`config.mk`:
```
export PLATFORM = sky130hd
export DESIGN_NAME = conv_seq_ctrl
export DESIGN_NICKNAME = d
export VERILOG_FILES = /design/src/rtl/conv_pkg.sv /design/src/rtl/conv_win_counter.sv /design/src/rtl/conv_seq_ctrl.sv
export SDC_FILE = /design/constraint.sdc
export NUM_CORES = 1
export LEC_CHECK = 0
export BUFFER_PORTS_ARGS = -buffer_cell sky130_fd_sc_hd__buf_2
export CAP_MARGIN = 20
export CORE_MARGIN = 2
export CORE_UTILIZATION = 51
export CTS_CLUSTER_DIAMETER = 150
export DETAILED_ROUTE_END_ITERATION = 8
export PLACE_DENSITY = 0.76
export SETUP_SLACK_MARGIN = 0.02
export SYNTH_ARGS = -nofsm -noshare
export SYNTH_HDL_FRONTEND = slang
export SYNTH_HIERARCHICAL = 1
export SYNTH_SLANG_ARGS = --single-unit
```
`constraint.sdc`:
```
create_clock -name clk -period 1.95 [get_ports clk]
set_clock_uncertainty 0.15 [all_clocks]
set_input_delay 0.195 -clock clk [delete_from_list [all_inputs] [get_ports clk]]
set_output_delay 0.195 -clock clk [all_outputs]
set_load 0.01 [all_outputs]
```
`src/rtl/conv_pkg.sv`:
```
// rtl/conv_pkg.sv - shared constants and state encoding for the conv frame sequencer
package conv_pkg;

    localparam int WIDTH     = 32;
    localparam int HEIGHT    = 32;
    localparam int K         = 3;
    localparam int OUT_W     = WIDTH - K + 1;
    localparam int OUT_H     = HEIGHT - K + 1;
    localparam int PIX_TOTAL = OUT_W * OUT_H;

    // Counter widths; a single-valued counter still needs one bit
    localparam int K_W  = (K > 1)     ? $clog2(K)     : 1;
    localparam int OC_W = (OUT_W > 1) ? $clog2(OUT_W) : 1;
    localparam int OR_W = (OUT_H > 1) ? $clog2(OUT_H) : 1;

    typedef enum logic [1:0] {
        ST_IDLE  = 2'd0,
        ST_RUN   = 2'd1,
        ST_DRAIN = 2'd2,
        ST_DONE  = 2'd3
    } conv_state_t;

endpackage

```
`src/rtl/conv_win_counter.sv`:
```
// rtl/conv_win_counter.sv - nested kernel/output position counters for the 3x3 window walk
module conv_win_counter
    import conv_pkg::*;
(
    input  logic            clk,
    input  logic            rstb,
    input  logic            clr,
    input  logic            en,
    output logic [OR_W-1:0] out_r,
    output logic [OC_W-1:0] out_c,
    output logic [K_W-1:0]  kr,
    output logic [K_W-1:0]  kc,
    output logic            at_tap_first,
    output logic            at_tap_last,
    output logic            at_frame_last
);

    logic kc_end;
    logic kr_end;
    logic oc_end;
    logic or_end;

    assign kc_end = (kc == K_W'(K - 1));
    assign kr_end = (kr == K_W'(K - 1));
    assign oc_end = (out_c == OC_W'(OUT_W - 1));
    assign or_end = (out_r == OR_W'(OUT_H - 1));

    assign at_tap_first  = (kr == '0) && (kc == '0);
    assign at_tap_last   = kc_end && kr_end;
    assign at_frame_last = at_tap_last && oc_end && or_end;

    // kc innermost, then kr, out_c, out_r; each wraps and carries into the next-outer one
    always_ff @(posedge clk or negedge rstb) begin
        if (!rstb) begin
            kc    <= '0;
            kr    <= '0;
            out_c <= '0;
            out_r <= '0;
        end else if (clr) begin
            kc    <= '0;
            kr    <= '0;
            out_c <= '0;
            out_r <= '0;
        end else if (en) begin
            kc <= kc_end ? '0 : kc + 1'b1;
            if (kc_end) begin
                kr <= kr_end ? '0 : kr + 1'b1;
            end
            if (kc_end && kr_end) begin
                out_c <= oc_end ? '0 : out_c + 1'b1;
            end
            if (kc_end && kr_end && oc_end) begin
                out_r <= or_end ? '0 : out_r + 1'b1;
            end
        end
    end

endmodule

```
`src/rtl/conv_seq_ctrl.sv`:
```
// rtl/conv_seq_ctrl.sv - frame sequencer issuing 3x3 tap reads and MAC-valid pulses
module conv_seq_ctrl
    import conv_pkg::*;
#(
    parameter int ADDR_W   = 10,
    parameter int PIPE_LAT = 2
) (
    input  logic              clk,
    input  logic              rstb,
    input  logic              start,
    input  logic              write_ready,
    output logic              busy,
    output logic              done,
    output logic              rd_en,
    output logic [ADDR_W-1:0] rd_addr,
    output logic              tap_first,
    output logic              tap_last,
    output logic              conv_valid,
    output logic [ADDR_W-1:0] pix_cnt
);

    conv_state_t state;
    conv_state_t state_nxt;

    logic [OR_W-1:0]     out_r;
    logic [OC_W-1:0]     out_c;
    logic [K_W-1:0]      kr;
    logic [K_W-1:0]      kc;
    logic                at_tap_first;
    logic                at_tap_last;
    logic                at_frame_last;
    logic                frame_clr;
    logic [ADDR_W-1:0]   img_row;
    logic [ADDR_W-1:0]   img_col;
    logic [PIPE_LAT-1:0] vld_sr;
    logic [PIPE_LAT-1:0] vld_nxt;

    assign frame_clr = (state == ST_IDLE) && start;

    conv_win_counter u_win (
        .clk          (clk),
        .rstb         (rstb),
        .clr          (frame_clr),
        .en           (rd_en),
        .out_r        (out_r),
        .out_c        (out_c),
        .kr           (kr),
        .kc           (kc),
        .at_tap_first (at_tap_first),
        .at_tap_last  (at_tap_last),
        .at_frame_last(at_frame_last)
    );

    // Address straight from the registered counters so it lines up with rd_en
    assign img_row   = ADDR_W'(out_r) + ADDR_W'(kr);
    assign img_col   = ADDR_W'(out_c) + ADDR_W'(kc);
    assign rd_addr   = img_row * ADDR_W'(WIDTH) + img_col;
    assign tap_first = rd_en && at_tap_first;
    assign tap_last  = rd_en && at_tap_last;

    // Shift-register contents after this cycle's shift; drain ends once it will be empty
    if (PIPE_LAT == 1) begin : g_vld_one
        assign vld_nxt = tap_last;
    end else begin : g_vld_multi
        assign vld_nxt = {vld_sr[PIPE_LAT-2:0], tap_last};
    end

    assign conv_valid = vld_sr[PIPE_LAT-1];

    // State register
    always_ff @(posedge clk or negedge rstb) begin
        if (!rstb) begin
            state <= ST_IDLE;
        end else begin
            state <= state_nxt;
        end
    end

    // Next-state: leave RUN after the frame's final tap, leave DRAIN with the last conv_valid
    always_comb begin
        state_nxt = state;
        case (state)
            ST_IDLE:  if (start) state_nxt = ST_RUN;
            ST_RUN:   if (rd_en && at_frame_last) state_nxt = ST_DRAIN;
            ST_DRAIN: if (vld_nxt == '0) state_nxt = ST_DONE;
            ST_DONE:  state_nxt = ST_IDLE;
            default:  state_nxt = ST_IDLE;
        endcase
    end

    // Outputs: a pixel may only begin when the writer is ready; its later taps never stall
    always_comb begin
        busy  = 1'b0;
        done  = 1'b0;
        rd_en = 1'b0;
        case (state)
            ST_RUN: begin
                busy  = 1'b1;
                rd_en = !at_tap_first || write_ready;
            end
            ST_DRAIN: busy = 1'b1;
            ST_DONE: begin
                busy = 1'b1;
                done = 1'b1;
            end
            default: ;
        endcase
    end

    // Valid pipeline modelling the MAC latency from last tap to result
    always_ff @(posedge clk or negedge rstb) begin
        if (!rstb) begin
            vld_sr <= '0;
        end else begin
            vld_sr <= vld_nxt;
        end
    end

    // Output pixel count, restarted per frame and saturating at the frame total
    always_ff @(posedge clk or negedge rstb) begin
        if (!rstb) begin
            pix_cnt <= '0;
        end else if (frame_clr) begin
            pix_cnt <= '0;
        end else if (conv_valid && (pix_cnt != ADDR_W'(PIX_TOTAL))) begin
            pix_cnt <= pix_cnt + 1'b1;
        end
    end

endmodule

```
=== Word level (Yosys, flattened, before mapping) ===
Index checks and enable logic that the tools add are counted.

* Add/sub/neg operators: 8
* Eq/ne operators: 11
* Muxes and demuxes: 24
* Reductions and logical operators: 25

{| class="wikitable"
|+ Operators by type and width
! operator !! count
|-
| 2-to-1 mux 5 bit || 8
|-
| 2-to-1 mux 10 bit || 2
|-
| 2-to-1 mux 2 bit || 10
|-
| adder 10 x 1 -> 10 bit (second input constant) || 1
|-
| adder 10 x 6 -> 10 bit || 1
|-
| adder 5 x 1 -> 5 bit (second input constant) || 2
|-
| == test 5 bit (second input constant) || 2
|-
| != test 10 bit (second input constant) || 1
|-
| nonzero test 2 bit || 5
|-
| logical AND 1 bit || 9
|-
| == test 2 bit (second input constant) || 4
|-
| logical NOT 2 bit || 4
|-
| one-hot mux 2 bit (4 select lines) || 1
|-
| adder 5 x 2 -> 6 bit || 1
|-
| != test 2 bit (second input constant) || 3
|-
| AND reduction 2 bit || 3
|-
| adder 5 x 2 -> 5 bit || 1
|-
| adder 2 x 1 -> 2 bit (second input constant) || 2
|-
| 2-to-1 mux 1 bit || 3
|-
| AND reduction 3 bit || 1
|-
| OR reduction 3 bit || 1
|-
| == test 2 x 1 -> 1 bit (second input constant) || 1
|-
| logical NOT 1 bit || 1
|-
| logical OR 1 bit || 1
|}

* Register bits after elaboration: 28
* Input port bits: 4
* Output and inout bits: 26
* Word-level logic and storage cells: 75

=== Longest topological paths before layout ===
Gate-level depths: netlist of the first run.

* Depth after elaboration: 9
* Depth in mapped cells: 8
* Gate-level depth less buffers: 7

=== Modules after synthesis ===
The synthesis of the first run kept the hierarchy.

{| class="wikitable"
|+ Modules (own cells, without submodules)
! module !! times used !! cells each !! area each (sq um) !! sequential area each (sq um)
|-
| conv_seq_ctrl || 1 || 115 || 1066.0 || 350.3
|-
| conv_win_counter || 1 || 80 || 762.0 || 350.3
|}

=== Worst setup path before layout of the first run ===
Ideal clock, no wire load.

* Path kind: register to output
* From: reg u_win.out_r[0]
* To: out rd_addr[9]
* Data arrival time: 1.866 ns
* Required time: 1.605 ns
* Path slack: -0.261 ns
* Stages on the path, launching flop included: 6
* Buffers on the path: 0
* Cells stage by stage: dfrtp_1 ha_1 fa_1 nand4_1 o32a_1 xnor2_1

* Longest elaborated chain between the ends: 2

{| class="wikitable"
|+ Ends and longest elaborated chain
! item !! RTL line !! source
|-
| start: declaration || conv_win_counter.sv:9 || <nowiki>output logic [OR_W-1:0] out_r,</nowiki>
|-
| start signal: assignment || conv_win_counter.sv:53 || <nowiki>out_r <= or_end ? '0 : out_r + 1'b1;</nowiki>
|-
| adder 5 x 2 -> 5 bit || conv_seq_ctrl.sv:55 || <nowiki>assign img_row = ADDR_W'(out_r) + ADDR_W'(kr);</nowiki>
|-
| adder 10 x 6 -> 10 bit || conv_seq_ctrl.sv:57 || <nowiki>assign rd_addr = img_row * ADDR_W'(WIDTH) + img_col;</nowiki>
|-
| end: declaration || conv_seq_ctrl.sv:15 || <nowiki>output logic [ADDR_W-1:0] rd_addr,</nowiki>
|}

No other way between the ends.

=== Worst setup path after layout of the first run ===
Ends and elaborated chain as after synthesis.

==> results of run 1 <==
cell type report:
cell class              instances  area [µm²]
well taps                      46        57.6
clock buffers                   3        22.5
clock inverters                 1        30.0
fillers                       160         539
inverters                      13        48.8
multi-input cells             151        1330
flip-flops and latches         28         702
repair buffers                 86         657
metal layers:
layer	wire length, µm	global-route usage (%)	part of all wire [%]
met5	0	0	0
met3	317	3.87	5.2
met2	3240	46.4	53
met4	163	10.6	2.7
met1	2380	31.4	39
logic make-up (layout without fill, tap and decap cells):
logic type | after synthesis | count (layout) | synth area share, %
adders and majority gates | 17 | 17 | 12.5
xor gates and xnor gates | 14 | 14 | 6.71
DFF | 28 | 28 | 38.3
and+or+nand+nor | 78 | 78 | 23.1
muxes | 5 | 5 | 3.08
AOI/OAI and AO/OA | 37 | 37 | 12.9
buffers and inverters | 16 | 103 | 3.35
through the flow:
stage / util [%] / setup TNS (ns)
after floorplan: - / -1.54
after global placement: 69.2 / -0.966
after detailed placement: 69.2 / -0.959
after CTS: 79.3 / -5.60
after global routing: 84.1 / -7.50
final: 84.1 / -5.90
registers in the layout, indices dropped and copies added (netlist names):
| register | cells |
|---|---|
| pix_cnt | 10 |
| u_win/out_c | 5 |
| u_win/out_r | 5 |
| state | 2 |
| u_win/kc | 2 |
| u_win/kr | 2 |
| vld_sr | 2 |
worst max-delay path: stages (launching register included):
cell,delay (ns)
dfrtp_1,0.42
ha_2,0.20
fa_2,0.53
nand4_1,0.11
o32a_1,0.35
xnor2_2,0.13
buf_2,0.13
power breakdown:
part	switching (W)	total (W)	internal (W)
logic	0.000812	0.00162	0.000805
clock network	0.000192	0.000400	0.000208
registers	0.000191	0.000921	0.000730
timing repair:
action	CTS	global route
pin swaps	15	14
endpoints found under the setup margin	28	29
setup buffers	18	6
hold endpoints to repair	28	0
gates resized for setup	42	37
hold buffers	1	0
worst min path at each step:
stage	start	to	slack, ns	cells after the start
after CTS	write_ready	vld_sr[0]	0.10	3
after global routing	write_ready	vld_sr[0]	0.13	3
final	write_ready	vld_sr[0]	0.12	3
after detailed placement	rstb	pix_cnt[8]	0.09	1
after global placement	rstb	pix_cnt[8]	0.09	1
after floorplan	rstb	pix_cnt[0]	-0.25	0
cell usage in the layout, fill, tap and decap left out, types with 5 or more instances in the layout:
master | netlist | final
a21oi_1 | 8 | 7
buf_2 | 1 | 27
buf_4 | 0 | 42
buf_6 | 0 | 13
dfrtp_1 | 28 | 27
ha_1 | 15 | 12
inv_1 | 13 | 11
nand2_1 | 20 | 18
nor2_1 | 16 | 13
o21ai_2 | 0 | 7
xor2_1 | 7 | 5
==> metrics.txt, run 1 <==
layout cells sized above 1 49.3%; fin worst setup slack -0.616 ns; standard-cell rows 21; crit path max fanout 2; largest net degree at the start of global routing 29; global-route wire length before repair between 8 and 9 mm; GP Congestion 0.810; FF+latch count, synth 28; CTS Root Cell clkbuf_4; Crit path required time 1.60 ns; final setup violating endpoints 28; core area 3390 µm²; detailed-route wire length 6.10 mm; number of synthesized flops with an enable pin 0; Fmax achieved 390 MHz; area leader, netlist dfrtp_1; Yosys cell types 45; Vias 1942; Initial Util 53.9%; syn avg cell area 9.37 µm²; number of global-route vias before repair roughly 1.8k; DR WL/cell 18.6 µm; post-synth top area share 38.3%; PwrDens 1030 nW/µm²; commonest cells in the netlist 28 x dfrtp_1, 20 x nand2_1, 16 x nor2_1, 15 x ha_1, 13 x inv_1; Non-Filler Instances 328; First-pass DRT Iterations 5; post-synth design cell area 1830 µm²; reg-to-reg startpoint u_win/out_r[0]; Final Total Pwr 0.00294 W; Slew HR between 50% and 60%; DR vias/cell 5.92; CP Launch Type register; port bufs 29; Worst R2R Path Depth 8; leakage 1.38 nW; Fin Hold WS 0.124 ns; Final Critical Period 2.57 ns; clk sinks 28; Critical Path AT 2.22 ns; Die W 63.9 µm; H-tree levels 1; ANT nets after route 0; crit path capture type output pin; asr flop ratio synth 100%; worst r2r dst state[1]; Worst Tran Pin Value 0.647 ns; Layout Nets 304; R2R Setup Slk -0.33 ns; initial drt markers 149; post-synth net total approximately 220; Die Ht 63.9 µm; hpwl dp between 2 and 3 mm; Final Cell Area between 2000 and 3000 µm²; antenna violations before repair 0; Syn Inst Count ~200; Max Cap Violations 0; final slew viol count 0; Worst-Skew Late Latency between 0.3 and 0.4 ns; final hold vios 0; DRC 0; cts bufs inserted 3; CTS tree yes; Tot GR Track Use 26.1%; top post-synthesis cells by area dfrtp_1 38%, ha_1 10%, nand2_1 4.1%; fin crit share 132%; count leader, synth dfrtp_1; ANT cells 0; register area share after synthesis 38.3%; Synth-to-Final Area Change 55.9%; Setup Slack @ Placement -0.201 ns; hold crit path type in -> reg; CP endpoint rd_addr[9]; Max Root-Sink Buffers 2; commonest register cell after synthesis dfrtp_1; die area 4080 µm²; WS Path Type reg -> out; status complete, but fails checks; failing checks negative setup slack; Remaining Overflow, GRT 0; Synth warnings 6; Critical path origin u_win/out_r[0]; cell count after placement 308; Reg clk slew, reported paths 0.16 ns; Area after DPL 2350 µm²; peak supply drop 0.000701 V; RSZ-0062 raised after global routing yes; IO Pins 30
Power figures use the tool's default switching activity.
==> run 2, diff against run 1 <==
--- a/config.mk
+++ b/config.mk
@@ -8,12 +8,13 @@
 export BUFFER_PORTS_ARGS = -buffer_cell sky130_fd_sc_hd__buf_2
 export CAP_MARGIN = 20
 export CORE_MARGIN = 2
-export CORE_UTILIZATION = 51
+export CORE_UTILIZATION = 56
 export CTS_CLUSTER_DIAMETER = 150
 export DETAILED_ROUTE_END_ITERATION = 8
-export PLACE_DENSITY = 0.76
+export PLACE_DENSITY = 0.79
 export SETUP_SLACK_MARGIN = 0.02
 export SYNTH_ARGS = -nofsm -noshare
 export SYNTH_HDL_FRONTEND = slang
 export SYNTH_HIERARCHICAL = 1
 export SYNTH_SLANG_ARGS = --single-unit
+export TNS_END_PERCENT = 10
==> constraint.sdc (replaced) <==
create_clock -name clk -period 2.65 [get_ports clk]
set_clock_uncertainty 0.15 [all_clocks]
set_input_delay 0.265 -clock clk [delete_from_list [all_inputs] [get_ports clk]]
set_output_delay 0.265 -clock clk [all_outputs]
set_load 0.01 [all_outputs]
==> metrics.txt, run 2 (same netlist as run 1, synthesis figures left out) <==
clock share of power 16.9% (was 13.6%); most common cell after layout, fill and taps aside buf_2 (was buf_4); hold crit path type in -> reg (unchanged); cts bufs inserted 3 (unchanged); GP Congestion 0.732 (was 0.810); antenna violations before repair 0 (unchanged); top routing layer used met4 (unchanged); crit path cell chain ha_2, fa_2, nand4_1, o32a_1, xnor2_1, buf_2 (was ha_2, fa_2, nand4_1, o32a_1, xnor2_2, buf_2); Crit path max-delay family adder cells (unchanged); Final Cell Area 2150 µm² (was 2850 µm²); Slowest cell on crit path fa_2 (unchanged); failing checks negative setup slack (unchanged); Critical path origin u_win/out_r[0] (unchanged); ANT cells 0 (unchanged); Initial Util 59.4% (was 53.9%); detailed-route wire length 3.97 mm (was 6.10 mm); peak supply drop 0.000475 V (was 0.000701 V); Max Cap Violations 0 (unchanged); Die W 61.1 µm (was 63.9 µm); Fmax achieved 376 MHz; crit-path max cell delay 0.58 ns (was 0.53 ns); CTS Root Cell clkbuf_4 (unchanged); Worst R2R Path Depth 7 (was 8); final hold vios 0 (unchanged); Core Util, Final 69.7% (was 84.1%); Remaining Overflow, GRT 0 (unchanged); Largest regs pix_cnt x10, u_win/out_c x5, u_win/out_r x5 (unchanged); IO Pins 30 (unchanged); crit path max fanout 3 (was 2); Largest Register pix_cnt (unchanged); First-pass DRT Iterations 4 (was 5); DR vias/cell 5.87 (was 5.92); number of cells on the critical path 6 (unchanged); CP bufs+invs 1 (unchanged); Vias 1626 (was 1942); CP endpoint rd_addr[9] (unchanged); core area 3080 µm² (was 3390 µm²); final slew viol count 0 (unchanged); global-route wire length before repair 6.40 mm (was 8.36 mm); final setup violating endpoints 1 (was 28); length of routed met2 wiring 2.06 mm (was 3.24 mm); Synth-to-Final Area Change 17.4% (was 55.9%); ANT nets after route 0 (unchanged); most frequent cells in the layout 29 x buf_2, 26 x dfrtp_1, 20 x nand2_1, 16 x nor2_1, 14 x ha_1 (was 42 x buf_4, 27 x buf_2, 27 x dfrtp_1, 18 x nand2_1); Metal-1 WL 1.73 mm (was 2.38 mm); number of global-route vias before repair 1499 (was 1834); RSZ-0062 raised after global routing yes (unchanged); Tot GR Track Use 22.4% (was 26.1%); fin crit share 100%; largest net degree at the start of global routing 29 (unchanged); Reg clk slew, reported paths 0.15 ns (was 0.16 ns); leakage 1.00 nW (was 1.38 nW); standard-cell rows 20 (was 21); Internal 0.00100 W (was 0.00174 W); Sequential Power Share 42.3% (was 31.3%); met3 wire length 131 µm (was 317 µm); port bufs 29 (unchanged); Critical Path AT 2.25 ns (was 2.22 ns); Slew HR 57.7% (was 56.9%); reg-to-reg startpoint u_win/kc[1] (was u_win/out_r[0]); Layout Nets 255 (was 304); max reg flops 10 (unchanged); Comb pwr share 40.9% (was 55.0%); CP Launch Type register (unchanged); Die Ht 61.1 µm (was 63.9 µm); die area 3740 µm² (was 4080 µm²); CTS tree yes (unchanged); Area after DPL 2030 µm² (was 2350 µm²); worst r2r dst u_win/out_r[2] (was state[1]); Final Total Pwr 0.00166 W (was 0.00294 W); Worst Tran Pin Value 0.635 ns (was 0.647 ns); Setup Slack @ Placement 0.233 ns (was -0.201 ns); fin worst setup slack -0.0106 ns (was -0.616 ns); clk sinks 28 (unchanged); DRC 0 (unchanged); initial drt markers 76 (was 149); Sw Pwr 0.000661 W (was 0.00119 W); H-tree levels 1 (unchanged); Worst-Skew Late Latency 0.33 ns (was 0.34 ns); layout cells sized above 1 21.5% (was 49.3%); Final Critical Period between 2 and 3 ns; crit path capture type output pin (unchanged); Max Root-Sink Buffers 2 (unchanged); PwrDens 776 nW/µm² (was 1030 nW/µm²); hpwl dp 2.81 mm (was 2.88 mm); R2R Setup Slk 0.32 ns (was -0.33 ns); status complete, but fails checks (unchanged); Sw Share 39.7% (was 40.7%); WS Path Type reg -> out (unchanged); Crit path required time 2.24 ns (was 1.60 ns); DR WL/cell 14.3 µm (was 18.6 µm)
## run 2: changes by cell type in the layout (fill, tap and decap cells not counted), moves of 3 or more
cell / previous run / this run
nor2_1: 13 / 16
xnor2_1: 3 / 7
xnor2_2: 4 / 0
o21ai_0: 3 / 12
o21ai_2: 7 / 0
o31ai_2: 3 / 0
buf_4: 42 / 7
nor2_2: 3 / 0
o31ai_1: 0 / 3
buf_6: 13 / 0
## run 2: how the worst min path moves through the flow
stage / cells past startpoint / end / from / slack, ns
floorplan: 0 / pix_cnt[0] / rstb / -0.18
global placement: 1 / pix_cnt[8] / rstb / 0.16
detailed placement: 1 / pix_cnt[7] / rstb / 0.16
CTS: 3 / vld_sr[0] / write_ready / 0.18
global route: 3 / vld_sr[0] / write_ready / 0.19
finish: 3 / vld_sr[0] / write_ready / 0.19
## run 2: metrics by stage
| stage | setup TNS (ns) | hold WS, ns | instances |
|---|---|---|---|
| finish | -0.0106 | 0.186 | 277 |
| global route | -0.141 | 0.193 | 277 |
| CTS | -0.0378 | 0.181 | 275 |
| detailed placement | 0 | 0.163 | 267 |
| global placement | 0 | 0.160 | 267 |
| floorplan | 0 | -0.181 | 195 |
## run 2: metal layers
metal / global-route usage, % / vias to the layer above
li1: - / 774
met1: 29.1 / 800
met2: 39.1 / 44
met3: 2.52 / 8
met4: 6.83 / 0
met5: 0 / -
## run 2: tightest hold or removal path, stage by stage
cell      delay, ns
buf_2          0.08
nand2b_4       0.12
and3_1         0.17
## run 2: repair_timing
| action | 4_1_cts | 5_1_grt |
|---|---|---|
| endpoints found under the hold margin | 28 | 0 |
| resized for setup | 3 | 3 |
| pin swaps | 1 | 1 |
| setup buffers | 3 | 2 |
| endpoints found under the setup margin | 3 | 3 |
| hold buffers | 1 | 0 |
## run 2: power by group through the flow
stage | clock, W | combinational, W | sequential (W)
after detailed placement | 0 | 0.000638 | 0.000709
after floorplan | 0 | 0.000395 | 0.000706
after global routing | 0.000304 | 0.000762 | 0.000726
final | 0.000281 | 0.000680 | 0.000703
after CTS | 0.000289 | 0.000677 | 0.000698
after global placement | 0 | 0.000614 | 0.000695
## run 2: cell type report
type / count / area [µm²]
clock buffers: 3 / 22.5
clock inverters: 1 / 30.0
fillers: 244 / 932
inverters: 13 / 48.8
multi-input cells: 151 / 1080
flip-flops and latches: 28 / 703
well taps: 44 / 55.1
repair buffers: 37 / 208
